File: src/rtl/victim_cache_ctrl.sv
// Sequencing controller for an 8-entry fully associative victim cache.
// Handles one L1 miss at a time: tag lookup, optional dirty write-back,
// tag/data update (insert, swap or hand-back to L1) and a response pulse.
//
// state    | meaning
// ---------+--------------------------------------------------------------
// S_FLUSH  | invalidate every tag entry, one way per cycle, after reset
// S_IDLE   | ready for a new L1 miss request
// S_LOOKUP | tag compare result sampled, target way chosen
// S_WB     | write-back of the dirty replacement victim to memory
// S_UPDATE | tag/data array writes for swap, hand-back or insert
// S_RESP   | one-cycle response, hit/miss statistics updated
module victim_cache_ctrl #(
  parameter int ADDR_W = 32,
  parameter int TAG_W  = 28,
  parameter int WAYS   = 8,
  parameter int WAY_W  = 3
) (
  input  logic              clk_i,
  input  logic              rst_i,
  input  logic              req_valid_i,
  output logic              req_ready_o,
  input  logic [ADDR_W-1:0] req_addr_i,
  input  logic              req_evict_valid_i,
  input  logic [TAG_W-1:0]  req_evict_tag_i,
  input  logic              req_evict_dirty_i,
  output logic              resp_valid_o,
  output logic              resp_hit_o,
  output logic [WAY_W-1:0]  resp_way_o,
  output logic [TAG_W-1:0]  tag_lookup_addr_o,
  input  logic              tag_hit_i,
  input  logic [WAY_W-1:0]  tag_hit_way_i,
  input  logic [TAG_W-1:0]  tag_rd_tag_i,
  input  logic              tag_rd_dirty_i,
  output logic              tag_we_o,
  output logic [WAY_W-1:0]  tag_way_o,
  output logic [TAG_W-1:0]  tag_wr_tag_o,
  output logic              tag_wr_valid_o,
  output logic              tag_wr_dirty_o,
  output logic              data_we_o,
  output logic              data_rd_o,
  output logic              wb_valid_o,
  input  logic              wb_ready_i,
  output logic [TAG_W-1:0]  wb_tag_o,
  output logic [15:0]       hit_cnt_o,
  output logic [15:0]       miss_cnt_o
);

  localparam logic [2:0] S_FLUSH  = 3'd0;
  localparam logic [2:0] S_IDLE   = 3'd1;
  localparam logic [2:0] S_LOOKUP = 3'd2;
  localparam logic [2:0] S_UPDATE = 3'd3;
  localparam logic [2:0] S_WB     = 3'd4;
  localparam logic [2:0] S_RESP   = 3'd5;

  logic [2:0]       state_q, state_d;
  logic [WAY_W-1:0] flush_ptr_q, flush_ptr_d;
  logic [WAY_W-1:0] repl_ptr_q, repl_ptr_d;
  logic [WAY_W-1:0] target_q, target_d;
  logic [WAYS-1:0]  valid_q, valid_d;
  logic [TAG_W-1:0] req_tag_q, req_tag_d;
  logic [TAG_W-1:0] ev_tag_q, ev_tag_d;
  logic [TAG_W-1:0] wb_tag_q, wb_tag_d;
  logic             ev_valid_q, ev_valid_d;
  logic             ev_dirty_q, ev_dirty_d;
  logic             hit_q, hit_d;
  logic             use_repl_q, use_repl_d;
  logic [15:0]      hit_cnt_q, hit_cnt_d;
  logic [15:0]      miss_cnt_q, miss_cnt_d;

  logic             lk_hit;
  logic             all_valid;
  logic [WAY_W-1:0] free_way;
  logic [WAY_W-1:0] lk_way;

  // Lowest-index invalid way; only meaningful while some entry is free.
  always_comb begin
    free_way = '0;
    for (int i = WAYS - 1; i >= 0; i--) begin
      if (!valid_q[i]) free_way = WAY_W'(i);
    end
  end

  // The shadow valid bit qualifies the array's hit so stale entries never hit.
  assign lk_hit    = tag_hit_i & valid_q[tag_hit_way_i];
  assign all_valid = &valid_q;
  assign lk_way    = lk_hit ? tag_hit_way_i : (all_valid ? repl_ptr_q : free_way);

  assign hit_cnt_o  = hit_cnt_q;
  assign miss_cnt_o = miss_cnt_q;

  // Next-state and output decode for the request sequencer.
  always_comb begin
    state_d     = state_q;
    flush_ptr_d = flush_ptr_q;
    repl_ptr_d  = repl_ptr_q;
    target_d    = target_q;
    valid_d     = valid_q;
    req_tag_d   = req_tag_q;
    ev_tag_d    = ev_tag_q;
    wb_tag_d    = wb_tag_q;
    ev_valid_d  = ev_valid_q;
    ev_dirty_d  = ev_dirty_q;
    hit_d       = hit_q;
    use_repl_d  = use_repl_q;
    hit_cnt_d   = hit_cnt_q;
    miss_cnt_d  = miss_cnt_q;

    req_ready_o       = 1'b0;
    resp_valid_o      = 1'b0;
    resp_hit_o        = 1'b0;
    resp_way_o        = '0;
    tag_lookup_addr_o = '0;
    tag_we_o          = 1'b0;
    tag_way_o         = flush_ptr_q;
    tag_wr_tag_o      = '0;
    tag_wr_valid_o    = 1'b0;
    tag_wr_dirty_o    = 1'b0;
    data_we_o         = 1'b0;
    data_rd_o         = 1'b0;
    wb_valid_o        = 1'b0;
    wb_tag_o          = '0;

    case (state_q)
      S_FLUSH: begin
        tag_we_o    = 1'b1;
        flush_ptr_d = flush_ptr_q + 1'b1;
        if (flush_ptr_q == WAY_W'(WAYS - 1)) state_d = S_IDLE;
      end
      S_IDLE: begin
        req_ready_o = 1'b1;
        if (req_valid_i) begin
          req_tag_d  = req_addr_i[ADDR_W-1:4];
          ev_valid_d = req_evict_valid_i;
          ev_tag_d   = req_evict_tag_i;
          ev_dirty_d = req_evict_dirty_i;
          state_d    = S_LOOKUP;
        end
      end
      S_LOOKUP: begin
        tag_lookup_addr_o = req_tag_q;
        tag_way_o         = lk_way;
        hit_d             = lk_hit;
        target_d          = lk_way;
        use_repl_d        = !lk_hit && all_valid;
        wb_tag_d          = tag_rd_tag_i;
        // Only a full-cache insert displaces a line; it needs a write-back if dirty.
        if (!lk_hit && ev_valid_q && all_valid && tag_rd_dirty_i) state_d = S_WB;
        else                                                     state_d = S_UPDATE;
      end
      S_WB: begin
        wb_valid_o = 1'b1;
        wb_tag_o   = wb_tag_q;
        if (wb_ready_i) state_d = S_UPDATE;
      end
      S_UPDATE: begin
        tag_way_o = target_q;
        if (hit_q) begin
          data_rd_o = 1'b1;
          tag_we_o  = 1'b1;
          if (ev_valid_q) begin
            data_we_o      = 1'b1;
            tag_wr_tag_o   = ev_tag_q;
            tag_wr_valid_o = 1'b1;
            tag_wr_dirty_o = ev_dirty_q;
          end else begin
            // Line moves back to L1; the victim copy is dropped.
            valid_d[target_q] = 1'b0;
          end
        end else if (ev_valid_q) begin
          tag_we_o          = 1'b1;
          data_we_o         = 1'b1;
          tag_wr_tag_o      = ev_tag_q;
          tag_wr_valid_o    = 1'b1;
          tag_wr_dirty_o    = ev_dirty_q;
          valid_d[target_q] = 1'b1;
          if (use_repl_q) begin
            repl_ptr_d = (repl_ptr_q == WAY_W'(WAYS - 1)) ? '0 : repl_ptr_q + 1'b1;
          end
        end
        state_d = S_RESP;
      end
      S_RESP: begin
        resp_valid_o = 1'b1;
        resp_hit_o   = hit_q;
        resp_way_o   = target_q;
        if (hit_q) begin
          if (hit_cnt_q != 16'hFFFF) hit_cnt_d = hit_cnt_q + 16'd1;
        end else begin
          if (miss_cnt_q != 16'hFFFF) miss_cnt_d = miss_cnt_q + 16'd1;
        end
        state_d = S_IDLE;
      end
      default: state_d = S_FLUSH;
    endcase
  end

  // State registers; reset aborts any operation and restarts the flush.
  always_ff @(posedge clk_i) begin
    if (rst_i) begin
      state_q     <= S_FLUSH;
      flush_ptr_q <= '0;
      repl_ptr_q  <= '0;
      target_q    <= '0;
      valid_q     <= '0;
      req_tag_q   <= '0;
      ev_tag_q    <= '0;
      wb_tag_q    <= '0;
      ev_valid_q  <= 1'b0;
      ev_dirty_q  <= 1'b0;
      hit_q       <= 1'b0;
      use_repl_q  <= 1'b0;
      hit_cnt_q   <= '0;
      miss_cnt_q  <= '0;
    end else begin
      state_q     <= state_d;
      flush_ptr_q <= flush_ptr_d;
      repl_ptr_q  <= repl_ptr_d;
      target_q    <= target_d;
      valid_q     <= valid_d;
      req_tag_q   <= req_tag_d;
      ev_tag_q    <= ev_tag_d;
      wb_tag_q    <= wb_tag_d;
      ev_valid_q  <= ev_valid_d;
      ev_dirty_q  <= ev_dirty_d;
      hit_q       <= hit_d;
      use_repl_q  <= use_repl_d;
      hit_cnt_q   <= hit_cnt_d;
      miss_cnt_q  <= miss_cnt_d;
    end
  end

endmodule

File: config.mk
export PLATFORM = sky130hd
export DESIGN_NAME = victim_cache_ctrl
export DESIGN_NICKNAME = d
export VERILOG_FILES = /design/src/rtl/victim_cache_ctrl.sv
export SDC_FILE = /design/constraint.sdc
export NUM_CORES = 1
export LEC_CHECK = 0
export ABC_AREA = 1
export CAP_MARGIN = 30
export CORE_ASPECT_RATIO = 0.5
export CORE_MARGIN = 2
export CORE_UTILIZATION = 40
export DETAILED_ROUTE_END_ITERATION = 8
export HOLD_SLACK_MARGIN = 0.15
export PLACE_DENSITY = 0.81
export SLEW_MARGIN = 20
export SYNTH_ARGS = -nofsm -noshare
export SYNTH_HDL_FRONTEND = slang
export SYNTH_SLANG_ARGS = --single-unit
File: constraint.sdc
create_clock -name clk_i -period 1.81 [get_ports clk_i]
set_clock_uncertainty 0.05 [all_clocks]
set_input_delay 0.2715 -clock clk_i [delete_from_list [all_inputs] [get_ports clk_i]]
set_output_delay 0.2715 -clock clk_i [all_outputs]
set_load 0.01 [all_outputs]
==> impl_results.md <==
- Final Instance Area: 11,500 µm²
- Die area: 17,300 µm²
- Worst Max-Slew Pin Slew: 350 ps
- Area growth syn-to-layout: 77.9%
- Fin Hold WS: between 300 and 400 ps
- Core ar.: 15,600 µm²
- Clk_lat worst skew: 410 ps
- Initial Util: between 40% and 50%
- # rows: 32
- First-pass detailed-route iteration total: 7
- Reg power frac: 34.4%
- Synth cell types: 31
- Status: finished, violations left
- Startpoint types: register
- H-tree depth: 4
- Post-route setup slack: -327 ps
- RSZ-0062 raised after global routing: true
- Final antenna-violating net count: 0
- Number of antenna diodes: 0
- Critical Path End Type: primary output
- Maximum clock rate: roughly 470 MHz
- Final hold violation count: 0
- Max-cap violations: 0
- Post-layout min period: between 2000 and 2500 ps
- Power density over the cells: about 900 nW/µm²
- DR vias: 8,141
- Hold crit path type: primary input to register
- Clk sink count: 140
- Clk slew on worst S/H paths: 60 ps
- Commonest non-fill, non-tap cells in the layout: nand2_1 (131), dfxtp_1 (122), clkdlybuf4s50_1 (120)
- Die Ht: 94.1 µm
- Net Sw Power: 3.58 mW
- Post-detail-place hpwl: between 10,000 and 15,000 µm
- Fraction of layout cells with a size suffix above 1: 32.4%
- GRT Util Overall: 23.7%
- Post-synthesis sequential area ratio: 43.2%
- Syn Inst Count: 964
- Crit Path Category: register to primary output
- Comb pwr share: around 30%
- Cts bufs inserted: 17
- Drt initial violations: 574
- Sw Share: approximately a third
- Cell-internal power: roughly 7.0 mW
- DR WL/cell: between 15 and 20 µm
- Gpl congestion: around 0.93
- Hold Path Depth: 3
- Ys Warns: 0
- # DRC: 1
- Post-synthesis register bit count: between 100 and 150
- CTS tree: built
- Worst VDD drop: 0.770 mV
- Final Max Slew Viols: 0
- Largest net degree at the start of global routing: 72
- Final period utilization: 118%
- Max FO, Critical Path: 7
- Final setup vio count: 116
- Vias in the first global route: between 7,000 and 8,000
- Avg Cell Area, Syn: about 6.7 µm²
- Initial antenna violation count: 0
- Post-Place Worst Slack: -800 ps
- Clk buf depth: 2
- R2R cell count: 11
- Worst path required time: about 1500 ps
- CTS Hold Bufs: 0
- WP data arrival: 1820 ps
- Vias per inst: 5.45
- GR Overflow Total: 0
- I/O Pins: 230
- Syn nets: 1,071
- Clk root buf: clkbuf_16
- Failing checks: DRC, setup timing
- First-pass GRT wire length: 33,300 µm
- Max-slew headroom: around three quarters
- Port-buffer cells: around 230
- Commonest non-fill, non-tap cell in the layout: nand2_1
- Clock network power share: 35.1%
- DRT Wirelength: 26,200 µm
- Final nets: 1,385
- Die width: about 180 µm
- Leakage: between 4 and 5 nW
- Post-DP Area: 9360 µm²
- Post-Syn Area: 6490 µm²
[state kept, by name, summed over array words and instances, names as in the netlist, named ones only]
register,flops
wb_tag_q,28
ev_tag_q,28
req_tag_q,28
flush_ptr_q,3
repl_ptr_q,3
hit_q,1
target_q,3
ev_dirty_q,1
state_q,3
hit_cnt_o,16
use_repl_q,1
ev_valid_q,1
miss_cnt_o,16
[power groups by stage]
stage          Combinational, mW  Clock, mW  Sequential, mW
5_1_grt                     3.44       3.91            3.68
4_1_cts                     2.36       3.77            3.60
3_5_place_dp                2.08          0            3.66
3_3_place_gp                2.01          0            3.65
2_1_floorplan               1.17          0            3.63
6_report                    3.25       3.72            3.65
[Yosys cell counts (all sizes together)]
cell type / number / area, µm²
a211oi: 1 / 7.51
nor3: 13 / 65.1
a31oi: 3 / 18.8
nand2: 143 / 539
xor2: 13 / 114
nor4: 5 / 31.3
clkbuf: 35 / 133
nand4: 6 / 37.5
nand3: 35 / 175
nor3b: 1 / 7.51
o21a: 1 / 7.51
o211ai: 2 / 15.0
o2111ai: 1 / 8.76
clkinv: 1 / 3.75
xnor2: 4 / 35.0
o211a: 1 / 10.0
ha: 8 / 100
buf: 15 / 87.6
inv: 121 / 454
o21ai: 115 / 576
nor2: 206 / 791
dfxtp: 140 / 2800
a21oi: 94 / 470
[final timing paths]
kind | start | to | slack [ps]
max | state_q[0] | wb_tag_o[27] | -330
min | req_evict_tag_i[4] | ev_tag_q[4] | 390
max reg2reg | state_q[0] | state_q[2] | -120
min reg2reg | wb_tag_q[24] | wb_tag_q[24] | 410
[worst max-delay path: stages, from the launching register on]
cell	delay, ps
dfxtp_2	350
buf_6	140
nor2_4	100
inv_2	60
nor2_4	140
clkinv_4	160
clkbuf_16	210
nor2_2	110
buf_6	120
[final cells by class]
class	instances	area, µm²
Fill cell	1024	4070
Multi-Input combinational cell	652	3800
Clock inverter	15	196
Clock buffer	17	425
Tap cell	204	255
Timing Repair Buffer	345	3540
Sequential cell	140	2840
Inverter	122	485
[cells by family after synthesis]
group                      count (synthesis)  share of synthesized area, %
AOI/OAI and AO/OA                        218                          17.2
xor gates and xnor gates                  17                          2.29
and+or+nand+nor                          409                          25.4
buffers and inverters                    172                          10.4
adders and majority gates                  8                          1.54
DFF                                      140                          43.2
[what timing repair did]
item,CTS,global route
endpoints found under the setup margin,100,151
cloned,4,11
endpoints found under the hold margin,0,0
gates resized for setup,448,350
buffers inserted,15,22
pin swaps,11,19
[per-stage QoR]
step	TNS [ps]	power (mW)	std cells	utilization (%)
detailed placement	-20680	5.74	1412	59.9
floorplan	0	4.80	964	-
finish	-16050	10.6	1495	73.9
CTS	-9110	9.73	1463	65.1
global route	-24250	11.0	1495	73.9
global placement	-18200	5.65	1412	59.9
[layer usage]
metal,routed length [µm],GRT usage [%]
met5,0,0
met4,1230,9.93
met3,1510,3.76
met2,13000,42.8
met1,10500,28.3
No activity file was read; power rests on OpenSTA's default activity.
